**src/rtl/clk_supervisor_pkg.sv**
```systemverilog
// Shared types and helpers for the clock-subsystem supervisor.
package clk_supervisor_pkg;

   typedef enum logic [2:0] {
      PLL_RST,
      WAIT_LOCK,
      STABLE,
      RELEASE,
      RUN,
      FAIL
   } state_t;

   localparam int LOSS_CNT_W = 8;

   // Width able to hold the largest of the supplied counts (minimum one bit).
   function automatic int cnt_width(input int a, input int b, input int c, input int d);
      int m;
      m = a;
      if (b > m) m = b;
      if (c > m) m = c;
      if (d > m) m = d;
      return (m > 1) ? $clog2(m) : 1;
   endfunction

endpackage

```
**src/rtl/clk_supervisor_sync_bit.sv**
```systemverilog
// sync_bit: STAGES-deep single-bit synchroniser, synchronous active-high reset to 0.
module sync_bit #(
   parameter int STAGES = 2
) (
   input  logic clk_i,
   input  logic rst_i,
   input  logic d_i,
   output logic q_o
);

   (* ASYNC_REG = "TRUE" *) logic [STAGES-1:0] sync_p;

   always_ff @(posedge clk_i) begin
      if (rst_i) sync_p <= '0;
      else       sync_p <= {sync_p[STAGES-2:0], d_i};
   end

   assign q_o = sync_p[STAGES-1];

endmodule

```
**src/rtl/clk_supervisor.sv**
```systemverilog
// MMCM lock supervisor with staggered domain reset release and bounded retry.
// Optional lock-loss counter is built when CLK_SUP_LOSS_CNT_EN is defined.
module clk_supervisor
   import clk_supervisor_pkg::*;
#(
   parameter int NUM_OUT      = 2,
   parameter int RST_PULSE    = 16,
   parameter int LOCK_TIMEOUT = 65536,
   parameter int LOCK_STABLE  = 1024,
   parameter int STAGGER      = 8,
   parameter int MAX_RETRY    = 4,
   parameter int SYNC_STAGES  = 2
) (
   input  logic                           clk_i,
   input  logic                           rst_i,
   input  logic                           locked_i,
   input  logic                           clear_i,
   output logic                           mmcm_rst_o,
   output logic [NUM_OUT-1:0]             rst_o,
   output logic                           ready_o,
   output logic                           fail_o,
   output logic [$clog2(MAX_RETRY+1)-1:0] retry_cnt_o
`ifdef CLK_SUP_LOSS_CNT_EN
   ,
   output logic [LOSS_CNT_W-1:0]          lock_loss_cnt_o
`endif
);

   localparam int CNT_W   = cnt_width(RST_PULSE, LOCK_TIMEOUT, LOCK_STABLE, (NUM_OUT-1)*STAGGER+1);
   localparam int RETRY_W = $clog2(MAX_RETRY+1);

   typedef logic [CNT_W-1:0] cnt_t;

   localparam cnt_t RST_LAST = cnt_t'(RST_PULSE-1);
   localparam cnt_t TMO_LAST = cnt_t'(LOCK_TIMEOUT-1);
   localparam cnt_t STB_LAST = cnt_t'(LOCK_STABLE-1);
   localparam cnt_t REL_LAST = cnt_t'((NUM_OUT-1)*STAGGER);
   localparam logic [RETRY_W-1:0] RETRY_MAX = RETRY_W'(MAX_RETRY);

   logic                 lock_s;
   state_t               state_q, state_d;
   cnt_t                 cnt_q, cnt_d;
   logic [RETRY_W-1:0]   retry_d, retry_inc;
   logic                 mmcm_d, ready_d, fail_d;
   logic [NUM_OUT-1:0]   rst_d;

   sync_bit #(
      .STAGES (SYNC_STAGES)
   ) u_lock_sync (
      .clk_i (clk_i),
      .rst_i (rst_i),
      .d_i   (locked_i),
      .q_o   (lock_s)
   );

   assign retry_inc = (retry_cnt_o == RETRY_MAX) ? RETRY_MAX : retry_cnt_o + RETRY_W'(1);

   always_comb begin
      state_d = state_q;
      retry_d = retry_cnt_o;
      unique case (state_q)
         PLL_RST: begin
            if (cnt_q == RST_LAST) state_d = WAIT_LOCK;
         end
         WAIT_LOCK: begin
            if (lock_s) begin
               state_d = STABLE;
            end else if (cnt_q == TMO_LAST) begin
               retry_d = retry_inc;
               state_d = (retry_inc == RETRY_MAX) ? FAIL : PLL_RST;
            end
         end
         STABLE, RELEASE: begin
            if (!lock_s) begin
               retry_d = retry_inc;
               state_d = (retry_inc == RETRY_MAX) ? FAIL : PLL_RST;
            end else if (state_q == STABLE && cnt_q == STB_LAST) begin
               state_d = RELEASE;
            end else if (state_q == RELEASE && cnt_q == REL_LAST) begin
               state_d = RUN;
            end
         end
         RUN: begin
            if (!lock_s) state_d = PLL_RST;
         end
         FAIL: begin
            if (clear_i) begin
               state_d = PLL_RST;
               retry_d = '0;
            end
         end
         default: state_d = PLL_RST;
      endcase
      // A successful run, or a loss from RUN, starts a fresh retry budget.
      if (state_d == RUN || state_q == RUN) retry_d = '0;
   end

   always_comb begin
      cnt_d = cnt_q;
      if (state_d != state_q)                   cnt_d = '0;
      else if (state_q != RUN && state_q != FAIL) cnt_d = cnt_q + cnt_t'(1);

      mmcm_d  = (state_d == PLL_RST) || (state_d == FAIL);
      ready_d = (state_d == RUN);
      fail_d  = (state_d == FAIL);

      rst_d = '1;
      if (state_d == RUN) begin
         rst_d = '0;
      end else if (state_d == RELEASE) begin
         for (int k = 0; k < NUM_OUT; k++) rst_d[k] = (int'(cnt_d) < k*STAGGER);
      end
   end

   // Outputs are registered from the next-state decode so they line up with state_q.
   always_ff @(posedge clk_i) begin
      if (rst_i) begin
         state_q     <= PLL_RST;
         cnt_q       <= '0;
         mmcm_rst_o  <= 1'b1;
         rst_o       <= '1;
         ready_o     <= 1'b0;
         fail_o      <= 1'b0;
         retry_cnt_o <= '0;
      end else begin
         state_q     <= state_d;
         cnt_q       <= cnt_d;
         mmcm_rst_o  <= mmcm_d;
         rst_o       <= rst_d;
         ready_o     <= ready_d;
         fail_o      <= fail_d;
         retry_cnt_o <= retry_d;
      end
   end

`ifdef CLK_SUP_LOSS_CNT_EN
   logic loss_inc;

   assign loss_inc = (state_q == RUN) && (state_d == PLL_RST);

   always_ff @(posedge clk_i) begin
      if (rst_i)
         lock_loss_cnt_o <= '0;
      else if (loss_inc && lock_loss_cnt_o != '1)
         lock_loss_cnt_o <= lock_loss_cnt_o + LOSS_CNT_W'(1);
   end
`endif

endmodule

```
**config.mk**
```make
export PLATFORM = sky130hd
export DESIGN_NAME = clk_supervisor
export DESIGN_NICKNAME = d
export VERILOG_FILES = /design/src/rtl/clk_supervisor_pkg.sv /design/src/rtl/clk_supervisor_sync_bit.sv /design/src/rtl/clk_supervisor.sv
export SDC_FILE = /design/constraint.sdc
export NUM_CORES = 1
export LEC_CHECK = 0
export CAP_MARGIN = 0
export CORE_MARGIN = 1
export CORE_UTILIZATION = 42
export DETAILED_ROUTE_END_ITERATION = 6
export GPL_ROUTABILITY_DRIVEN = 0
export PLACE_DENSITY_LB_ADDON = 0.2
export SETUP_SLACK_MARGIN = 0.3
export SYNTH_ARGS = -nofsm -noshare
export SYNTH_HDL_FRONTEND = slang
export SYNTH_HIERARCHICAL = 1
export SYNTH_SLANG_ARGS = --single-unit
```
**constraint.sdc**
```tcl
create_clock -name clk_i -period 7 [get_ports clk_i]
set_input_delay 1.4 -clock clk_i [delete_from_list [all_inputs] [get_ports clk_i]]
set_output_delay 1.4 -clock clk_i [all_outputs]
set_load 0.05 [all_outputs]
```
After elaboration in Yosys (flattened, before gate mapping). Index checks and enable logic that the tools add are counted.

Add/sub/neg operators: 2. $lt $le $gt $ge: 1. Equality and inequality tests: 21. Multiplexer cells: 20. Reductions and logical operators: 11.

Operators with widths (number): $mux 3 (14); $eq 16x4->1 const B (2); $mux 16 (2); $eq 3x3->1 const B (6); $add 16x1->16 const B (1); $eq 16x10->1 const B (1); $eq 16x16->1 const B (1); $lt 16x4->1 const B (1); $pmux 3 s5 (1); $eq 3x2->1 const B (3); $pmux 3 s3 (1); $ne 2x2->1 const B (4); $logic_not 3->1 (2); $ne 3x3->1 const B (2); $reduce_and 5->1 (1); $mux 2 (2); $reduce_or 2->1 (2); $add 3x1->3 const B (1); $eq 3x1->1 const B (1); $logic_and 1x1->1 (3); $ne 3x3->1 (1); $reduce_bool 3->1 (1); $logic_or 1x1->1 (2).

Flip-flop bits (word level): 29. Input bits: 4. Output and inout bits: 8. Logic and storage cells: 63.

Depth between registers and ports, before layout. Gate-level depths: netlist of run 1.

Depth in word-level cells: 12. Depth in mapped cells: 10.

Hierarchy. Netlist of run 1, hierarchy kept.

Modules (own cells, without submodules): clk_supervisor (times used 1, cells each 225, area each 1745.4 um^2); sync_bit (times used 1, cells each 4, area each 52.6 um^2).

Worst setup path before layout of run 1. Ideal clock, no wire load.

Path type: input to register. Start: in clear_i. End: reg rst_o[1]. Arrival time: 3.013 ns. Required time: 6.875 ns. Path slack: 3.861 ns. Stages on the path: 7. Path buffers: 1. Path through: nand2b_1 a31oi_1 a22oi_1 or4_1 buf_2 or2_1 o41a_1.

Cells in the longest elaborated chain, start to end: 7. Elaborated cells on any way between the ends: 9. Classes of those cells: 1 x order compare; 3 x eq/ne; 5 x mux.

RTL lines: start, declared (line clk_supervisor.sv:17) `input logic clear_i,`; $mux 3 * (line clk_supervisor.sv:87) `if (clear_i) begin`; $pmux 3 s5 * (line clk_supervisor.sv:61) `unique case (state_q)`; $ne 3x3->1 (line clk_supervisor.sv:100) `if (state_d != state_q) cnt_d = '0;`; $mux 16 (line clk_supervisor.sv:100); $lt 16x4->1 (line clk_supervisor.sv:111) `for (int k = 0; k < NUM_OUT; k++) rst_d[k] = (int'(cnt_d) < k*STAGGER);`; $mux 2 (line clk_supervisor.sv:110) `end else if (state_d == RELEASE) begin`; $mux 2 * (line clk_supervisor.sv:108) `if (state_d == RUN) begin`; end signal, assigned (line clk_supervisor.sv:129) `rst_o <= rst_d;`; end, declared (line clk_supervisor.sv:19) `output logic [NUM_OUT-1:0] rst_o,`.

Mark *: on every way between the ends. The rest lies on a longest branch, timed or not. A chain may end at the register's enable or synchronous reset.

Worst setup path in the final report of run 1. Ends and elaborated chain as after synthesis.

==> impl_metrics.py, run 1 <==
metrics = {
    "outcome": {
        "status": "finished, final reports clean",
    },
    "route": {
        "via_per_inst": 5.76,
        "drt-total-wl_um": 3950,
        "ant_nets": 0,
        "drc": 0,
        "vias": 1614,
        "drtPass1Iterations": 4,
        "avgRoutedWirePerCell_um": 14.1,
        "drtIter0Drc": 87,
    },
    "sta": {
        "worst_slew_pin_slew_ns": 0.560,
        "fin_tns_setup_ns": 0,
        "setup_ws_ns": 3.27,
        "slew_headroom_pct": 62.2,
        "fin_skew_ns": 0.00898,
        "min_period_ns": 3.73,
        "slew_violations": 0,
        "grt_setup_unrepaired": "no",
        "post-route-period-util_pct": 53.3,
        "finalHoldViolations": 0,
        "setup_viol": 0,
        "fmax_mhz": 268,
    },
    "cts": {
        "numCtsBuffers": 5,
        "cts.clk_slew.worst_paths_ns": 0.06,
        "hold_buffers": 0,
        "cts_root_buf": "clkbuf_8",
        "htree_levels": 2,
        "postCtsSetupBuffers": 0,
        "clock_path_buffers": 2,
        "cts.repair.resized": 0,
        "cts.sinks": 29,
        "clk_latency_ns": 0.28,
        "cts_tree": "built",
    },
    "layout": {
        "final_cells": 280,
        "most-common-layout-cells": "dfxtp_1 (29), nor2_1 (20), nor3_1 (18), nand4_1 (13)",
        "syn_to_final_growth_pct": 11.4,
        "final_nets": 237,
        "antennaDiodeCount": 0,
        "final_common_cell": "dfxtp_1",
        "layout-drive-gt1-share_pct": 5.22,
    },
    "placed_design": {
        "pre_cts_slack_ns": 2.97,
        "numPortBuffers": 11,
        "dp_cells": 272,
        "dp_hpwl_um": 2900,
    },
    "worst_setup_path": {
        "arrival_ns": 3.90,
        "cpPeakStageDelay_ns": 0.63,
        "required_ns": 7.17,
        "worst-setup-path-type": "input port to flop",
        "cpMaxStageDelayCell": "or4_1",
        "crit_chain": "clkdlybuf4s50_1 -> nand2b_1 -> a31oi_1 -> a22oi_1 -> or4_1 -> or2_1 -> o41a_1",
        "end_kind": "flop",
        "start_kind": "input port",
        "critPathMaxFanout": 11,
    },
    "global_routing": {
        "overflow": 0,
        "grt_pass1_vias": 1436,
        "antenna_found_initial": 0,
        "grt_max_degree": 15,
        "grt_pass1_wl_um": 6750,
        "grt_use_total_pct": 20.0,
    },
    "synthesis": {
        "yosysSeqAreaShare_pct": 32.3,
        "synth_nets": 237,
        "synth_edf_count": 0,
        "syn_inst": 229,
        "ys.flop_type": "dfxtp_1",
        "synth_area_um2": 1800,
        "syn_area_per_cell_um2": 7.85,
        "synth.distinct_cells": 50,
        "ys_async_sr_fraction_pct": 0,
        "yosysWarnings": 6,
        "yosys_register_bits": 29,
    },
    "floorplan": {
        "start_util_pct": 44.3,
        "dieArea_um2": 4550,
        "rows": 23,
        "die_width_um": 67.4,
        "core_um2": 4060,
        "dieHeight_um": 67.4,
        "pin_count": 12,
    },
    "pwr": {
        "ir_drop_mv": 0.160,
        "leakagePower_nw": 0.687,
        "p_per_area_nw_per_um2": 181,
    },
    "hold_path": {
        "hold_class": "flop to flop",
    },
    "flow_run": {
        "cap_violations": 0,
    },
}
routing by layer:
metal | up-vias | part of all wire [%] | global-route usage [%]
met5 | - | 0 | 0
met4 | 0 | 1.1 | 7.18
met3 | 5 | 3.7 | 4.56
met2 | 29 | 44 | 29.3
met1 | 746 | 52 | 28.4
li1 | 834 | - | -
critical path, delay by kind of cell:
family	cells	cell delay (ns)
buffers and inverters	1	0.50
AOI/OAI and AO/OA	3	0.72
and+or+nand+nor	3	1.26
metrics by stage:
stage / util (%) / total power (W) / hold WS, ns / instance area [um2]
floorplan: - / 0.000182 / 0.414 / 1800
global placement: 46.4 / 0.000186 / 0.419 / 1880
detailed placement: 46.4 / 0.000186 / 0.423 / 1880
CTS: 49.4 / 0.000366 / 0.439 / 2000
global route: 49.4 / 0.000375 / 0.475 / 2000
finish: 49.4 / 0.000362 / 0.436 / 2000
state kept, by name (all words and copies together), names as in the netlist:
signal              cells
rst_o                   2
retry_cnt_o             3
fail_o                  1
ready_o                 1
mmcm_rst_o              1
cnt_q                  16
u_lock_sync/sync_p      2
state_q                 3
area by class of cell:
type	instances	area, um2
fill	400	2050
multi-input combinational	171	1090
sequential	29	581
timing repair buffer	11	110
clock buffer	6	82.6
tap	50	62.6
inverter	11	41.3
clock inverter	2	37.5
synthesized netlist by cell type, types with 2 or more instances:
| library cell | n | area share [%] |
|---|---|---|
| buf_2 | 13 | 3.6 |
| and3_1 | 4 | 1.4 |
| o21ai_0 | 2 | 0.56 |
| nand3_1 | 9 | 2.5 |
| nor2b_1 | 5 | 1.7 |
| a31oi_1 | 2 | 0.70 |
| xor2_1 | 8 | 3.9 |
| ha_1 | 4 | 2.8 |
| a21oi_1 | 9 | 2.5 |
| nand2b_1 | 5 | 1.7 |
| inv_1 | 11 | 2.3 |
| nor4_1 | 7 | 2.4 |
| a211o_1 | 2 | 0.97 |
| nor3_1 | 18 | 5.0 |
| o211ai_1 | 3 | 1.3 |
| dfxtp_1 | 29 | 32 |
| nand4_1 | 13 | 4.5 |
| a211oi_1 | 2 | 0.83 |
| or3_1 | 4 | 1.4 |
| or4_1 | 6 | 2.5 |
| nand2_1 | 11 | 2.3 |
| o31ai_1 | 4 | 1.7 |
| xnor2_1 | 9 | 4.4 |
| clkbuf_1 | 4 | 0.83 |
| nor2_1 | 20 | 4.2 |
where the power goes:
| group | internal, W | total [W] | switching (W) |
|---|---|---|---|
| registers | 0.000167 | 0.000170 | 0.00000264 |
| logic | 0.00000526 | 0.0000123 | 0.00000701 |
| clock network | 0.000116 | 0.000180 | 0.0000641 |
path summary, 6_finish.rpt:
check / start / end / slack, ns / depth (start not counted)
worst max-delay path: clear_i / rst_o[1] / 3.27 / 7
worst min-delay path: u_lock_sync/sync_p[0] / u_lock_sync/sync_p[1] / 0.44 / 1
worst max register to register: cnt_q[6] / rst_o[1] / 4.30 / 6
worst min register to register: u_lock_sync/sync_p[0] / u_lock_sync/sync_p[1] / 0.44 / 1
logic make-up after synthesis:
| kind of cell | count (synthesis) | synth area share (%) |
|---|---|---|
| and+or+nand+nor | 112 | 34.2 |
| DFF | 29 | 32.3 |
| AOI/OAI and AO/OA | 36 | 14.1 |
| xor gates and xnor gates | 17 | 8.28 |
| adders and majority gates | 4 | 2.78 |
| buffers and inverters | 29 | 7.17 |
| muxes | 2 | 1.18 |
No activity file was read; power rests on OpenSTA's default activity.
==> inputs of run 2 (changes only) <==
Clock period 7 ns to 3.35 ns, I/O delays scaled along.
==> run 2 against run 1 <==
  * Cell count increased by 1.1%
  * Register-to-register slack worse by 3.6 ns
  * Setup slack got worse by 2.7 ns
  * Hold slack gained 0.0089 ns
  * Wire length is 7.3% higher
  * Critical endpoint unchanged
==> impl_metrics.py, run 2 (synthesis gave the netlist of run 1 again) <==
metrics = {
    "cts": {
        "cts.sinks": 29,
        "hold_buffers": 0,
        "cts.repair.resized": 0,
        "cts_tree": "built",
        "numCtsBuffers": 5,
        "cts_root_buf": "clkbuf_8",
        "clk_latency_ns": 0.28,
        "postCtsSetupBuffers": 0,
        "htree_levels": 2,
        "cts.clk_slew.worst_paths_ns": 0.07,
        "clock_path_buffers": 2,
    },
    "sta": {
        "fmax_mhz": 365,
        "slew_violations": 0,
        "setup_ws_ns": 0.610,
        "setup_viol": 0,
        "slew_headroom_pct": 64.0,
        "worst_slew_pin_slew_ns": 0.532,
        "fin_skew_ns": 0.00231,
        "timing.hold.ws_ns": 0.445,
        "post-route-period-util_pct": 81.8,
        "min_period_ns": 2.74,
        "grt_setup_unrepaired": "no",
        "finalHoldViolations": 0,
        "fin_tns_setup_ns": 0,
    },
    "layout": {
        "layout-drive-gt1-share_pct": 6.44,
        "final_common_cell": "dfxtp_1",
        "largest_register": "cnt_q",
        "largest_reg_flops": 16,
        "syn_to_final_growth_pct": 10.8,
        "top_regs": "cnt_q: 16 flops, retry_cnt_o: 3 flops, state_q: 3 flops",
        "nFillCells": 412,
        "fin_area_um2": 1990,
        "antennaDiodeCount": 0,
        "most-common-layout-cells": "dfxtp_1 (29), nor2_1 (20), nor3_1 (18), nand4_1 (13)",
        "final_nets": 240,
    },
    "global_routing": {
        "grt_max_degree": 15,
        "grt_pass1_wl_um": 7000,
        "antenna_found_initial": 0,
        "grt_pass1_vias": 1417,
        "overflow": 0,
        "grt_use_total_pct": 21.0,
    },
    "floorplan": {
        "dieHeight_um": 67.4,
        "pin_count": 12,
        "dieArea_um2": 4550,
        "die_width_um": 67.4,
        "start_util_pct": 44.3,
        "rows": 23,
        "core_um2": 4060,
    },
    "route": {
        "drt-total-wl_um": 4240,
        "drtIter0Drc": 71,
        "via_per_inst": 5.92,
        "ant_nets": 0,
        "vias": 1675,
        "avgRoutedWirePerCell_um": 15.0,
        "drc": 0,
        "drtPass1Iterations": 4,
    },
    "placed_design": {
        "placed_cell_area_um2": 1910,
        "numPortBuffers": 11,
        "pre_cts_slack_ns": 0.413,
        "dp_hpwl_um": 3020,
    },
    "flow_run": {
        "cap_violations": 0,
    },
    "worst_setup_path": {
        "end_kind": "flop",
        "worst-setup-path-type": "input port to flop",
        "arrival_ns": 2.91,
        "required_ns": 3.52,
        "critPathMaxFanout": 6,
        "start_kind": "input port",
    },
    "pwr": {
        "p_per_area_nw_per_um2": 337,
        "leakagePower_nw": 0.687,
        "ir_drop_mv": 0.263,
    },
    "outcome": {
        "status": "finished, final reports clean",
    },
    "hold_path": {
        "hold_class": "flop to flop",
    },
}
-- run 2: cell count changes in the layout (fill, tap and decap cells not counted), sizes merged --
cell / before / now
clkbuf: 6 / 5
bufinv: 1 / 0
buf: 0 / 3
clkinv: 0 / 2
-- run 2: layer usage --
layer,track usage [%],wire length [um],vias to the layer above
met1,30.0,2040,768
met3,6.42,316,9
li1,-,-,838
met4,9.31,97,0
met5,0,0,-
met2,28.4,1790,60
-- run 2: area by class of cell --
class / count / area (um2) / share of cell area, %
sequential: 29 / 581 / 29.1
clock inverter: 3 / 17.5 / 0.879
timing repair buffer: 14 / 133 / 6.66
clock buffer: 5 / 68.8 / 3.45
inverter: 11 / 41.3 / 2.07
multi-input combinational: 171 / 1090 / 54.6
tap: 50 / 62.6 / 3.14
-- run 2: worst paths after layout --
check                        startpoint                     to  slack (ns)  depth (start not counted)
setup / recovery                clear_i               rst_o[1]        0.61                          7
hold / removal    u_lock_sync/sync_p[0]  u_lock_sync/sync_p[1]        0.45                          1
hold reg to reg   u_lock_sync/sync_p[0]  u_lock_sync/sync_p[1]        0.45                          1
setup reg to reg               cnt_q[6]              cnt_q[13]        0.71                          6
-- run 2: critical path: stages --
cell             delay, ns
clkdlybuf4s50_1       0.51
nand2b_1              0.22
a31oi_1               0.21
a22oi_1               0.12
or4_1                 0.50
or2_1                 0.26
o41a_1                0.41
-- run 2: stage by stage --
| stage | total power (W) | std cells | utilization [%] |
|---|---|---|---|
| finish | 0.000672 | 283 | 49.1 |
| CTS | 0.000676 | 283 | 49.1 |
| global placement | 0.000390 | 275 | 47.0 |
| floorplan | 0.000380 | 229 | - |
| global route | 0.000700 | 283 | 49.1 |
| detailed placement | 0.000390 | 275 | 47.0 |
-- run 2: power by group --
part / leakage, nW / switching [W] / total (W) / internal [W]
logic: 0.409 / 0.0000151 / 0.0000277 / 0.0000126
registers: 0.235 / 0.00000547 / 0.000355 / 0.000349
clock network: 0.0439 / 0.000147 / 0.000290 / 0.000143
==> inputs of run 3 (changes only) <==
Clock period 3.35 ns to 2.4 ns, I/O delays scaled along.
==> run 3 against run 2 <==
  * Hold slack worse by 0.0044 ns
  * Via count up 8.8%
  * Flip-flop and latch count stayed put
  * Global-route usage increased by 0.57 points
  * Design area is 23% higher
  * Die area unchanged
  * Clock power increased by 81%
  * Register-to-register slack worse by 0.51 ns
  * Non-clock buffer count is 26 higher
  * Combinational power up 91%
  * Sequential power grew 39%
  * Largest power group is now clock
  * First-iteration DRC count up 18%
==> impl_metrics.py, run 3 (synthesis gave the netlist of run 1 again) <==
metrics = {
    "outcome": {
        "status": "finished, final reports clean",
    },
    "global_routing": {
        "grt_max_degree": 11,
        "grt_pass1_vias": 1537,
        "antenna_found_initial": 0,
        "grt_use_total_pct": 21.6,
        "overflow": 0,
        "grt_pass1_wl_um": 7200,
    },
    "layout": {
        "seq_area_um2": 612,
        "syn_to_final_growth_pct": 36.4,
        "largest_register": "cnt_q",
        "multi_input_area_um2": 1280,
        "most-common-layout-cells": "buf_4 (27), nor2_1 (19), nor3_1 (14), nand4_1 (13), dfxtp_2 (13)",
        "final_nets": 266,
        "largest_reg_flops": 16,
        "nFillCells": 357,
        "antennaDiodeCount": 0,
        "final_common_cell": "buf_4",
        "layout-drive-gt1-share_pct": 34.0,
        "final_core_util_pct": 60.4,
        "top_regs": "cnt_q: 16 flops, retry_cnt_o: 3 flops, state_q: 3 flops",
    },
    "route": {
        "via_per_inst": 5.90,
        "drtIter0Drc": 84,
        "drtPass1Iterations": 4,
        "avgRoutedWirePerCell_um": 15.1,
        "drc": 0,
        "drt-total-wl_um": 4680,
        "vias": 1823,
        "ant_nets": 0,
    },
    "floorplan": {
        "dieHeight_um": 67.4,
        "core_um2": 4060,
        "rows": 23,
        "dieArea_um2": 4550,
        "start_util_pct": 44.3,
        "die_width_um": 67.4,
        "pin_count": 12,
    },
    "worst_setup_path": {
        "required_ns": 2.57,
        "start_kind": "flop",
        "r2r_slack_ns": 0.20,
        "worst-setup-path-type": "flop to flop",
        "end_kind": "flop",
        "arrival_ns": 2.37,
        "critPathMaxFanout": 3,
    },
    "cts": {
        "htree_levels": 2,
        "cts_root_buf": "clkbuf_8",
        "numCtsBuffers": 5,
        "clock_path_buffers": 2,
        "cts.sinks": 29,
        "clk_latency_ns": 0.29,
        "cts.clk_slew.worst_paths_ns": 0.06,
        "cts_tree": "built",
    },
    "flow_run": {
        "cap_violations": 0,
    },
    "sta": {
        "fin_tns_setup_ns": 0,
        "slew_violations": 0,
        "setup_viol": 0,
        "slew_headroom_pct": 64.7,
        "fin_skew_ns": 0.00869,
        "grt_setup_unrepaired": "yes",
        "post-route-period-util_pct": 91.6,
        "finalHoldViolations": 0,
        "fmax_mhz": 455,
        "worst_slew_pin_slew_ns": 0.529,
        "min_period_ns": 2.20,
    },
    "placed_design": {
        "numPortBuffers": 11,
        "dp_hpwl_um": 3210,
    },
    "hold_path": {
        "hold_class": "flop to flop",
    },
    "pwr": {
        "ir_drop_mv": 0.312,
        "leakagePower_nw": 0.890,
        "p_per_area_nw_per_um2": 438,
    },
}
## run 3: cell types whose count changed in the layout (fill, tap and decap cells not counted), moves of 4 or more
cell     before  now
nor3_1       18   14
dfxtp_2       0   13
dfxtp_4       0    4
buf_4         3   27
nor3_2        0    4
dfxtp_1      29   12
ha_1          4    0
## run 3: routing by layer
layer	track usage [%]	vias up	wire length, um
met1	29.6	861	2220
met2	31.6	62	2100
met5	0	-	0
li1	-	892	-
met4	10.4	0	95
met3	4.73	8	265
## run 3: worst max-delay path, cell delays in order (launching register included)
cell	delay (ns)
dfxtp_2	0.36
inv_1	0.07
ha_2	0.17
and3b_1	0.19
a32oi_1	0.21
nor4_2	0.07
or4_4	0.42
or2_4	0.25
o41a_1	0.35
## run 3: final cells by class
| type | instances | area share, % |
|---|---|---|
| flip-flops and latches | 29 | 24.9 |
| clock inverters | 1 | 1.22 |
| repair buffers | 40 | 13.6 |
| multi-input cells | 171 | 52.3 |
| well taps | 50 | 2.55 |
| clock buffers | 7 | 3.52 |
| inverters | 11 | 1.79 |
## run 3: final timing paths
| path | from | to | depth (start not counted) |
|---|---|---|---|
| min | u_lock_sync/sync_p[0] | u_lock_sync/sync_p[1] | 1 |
| max | cnt_q[1] | rst_o[1] | 8 |
| max reg2reg | cnt_q[1] | rst_o[1] | 8 |
| min reg2reg | u_lock_sync/sync_p[0] | u_lock_sync/sync_p[1] | 1 |
## run 3: where the power goes
group,switching (W),leakage [nW],internal [W]
Combinational,0.0000261,0.588,0.0000268
Clock,0.000188,0.0585,0.000338
Sequential,0.00000985,0.244,0.000485
## run 3: timing repair
item	in CTS	in global routing
buffers inserted	5	1
hold buffers	0	0
pin swaps	15	4
gates resized for setup	33	15
setup endpoints to repair	18	16
## run 3: per-stage QoR
stage	hold WS (ns)	setup WS (ns)	power, W	cells	cell area, um2
after global placement	0.417	-0.231	0.000548	295	2110
after global routing	0.466	0.158	0.00111	309	2450
after CTS	0.445	0.226	0.00108	308	2380
final	0.441	0.201	0.00107	309	2450
after floorplan	0.414	0.0712	0.000531	229	1850
after detailed placement	0.430	-0.238	0.000549	295	2110
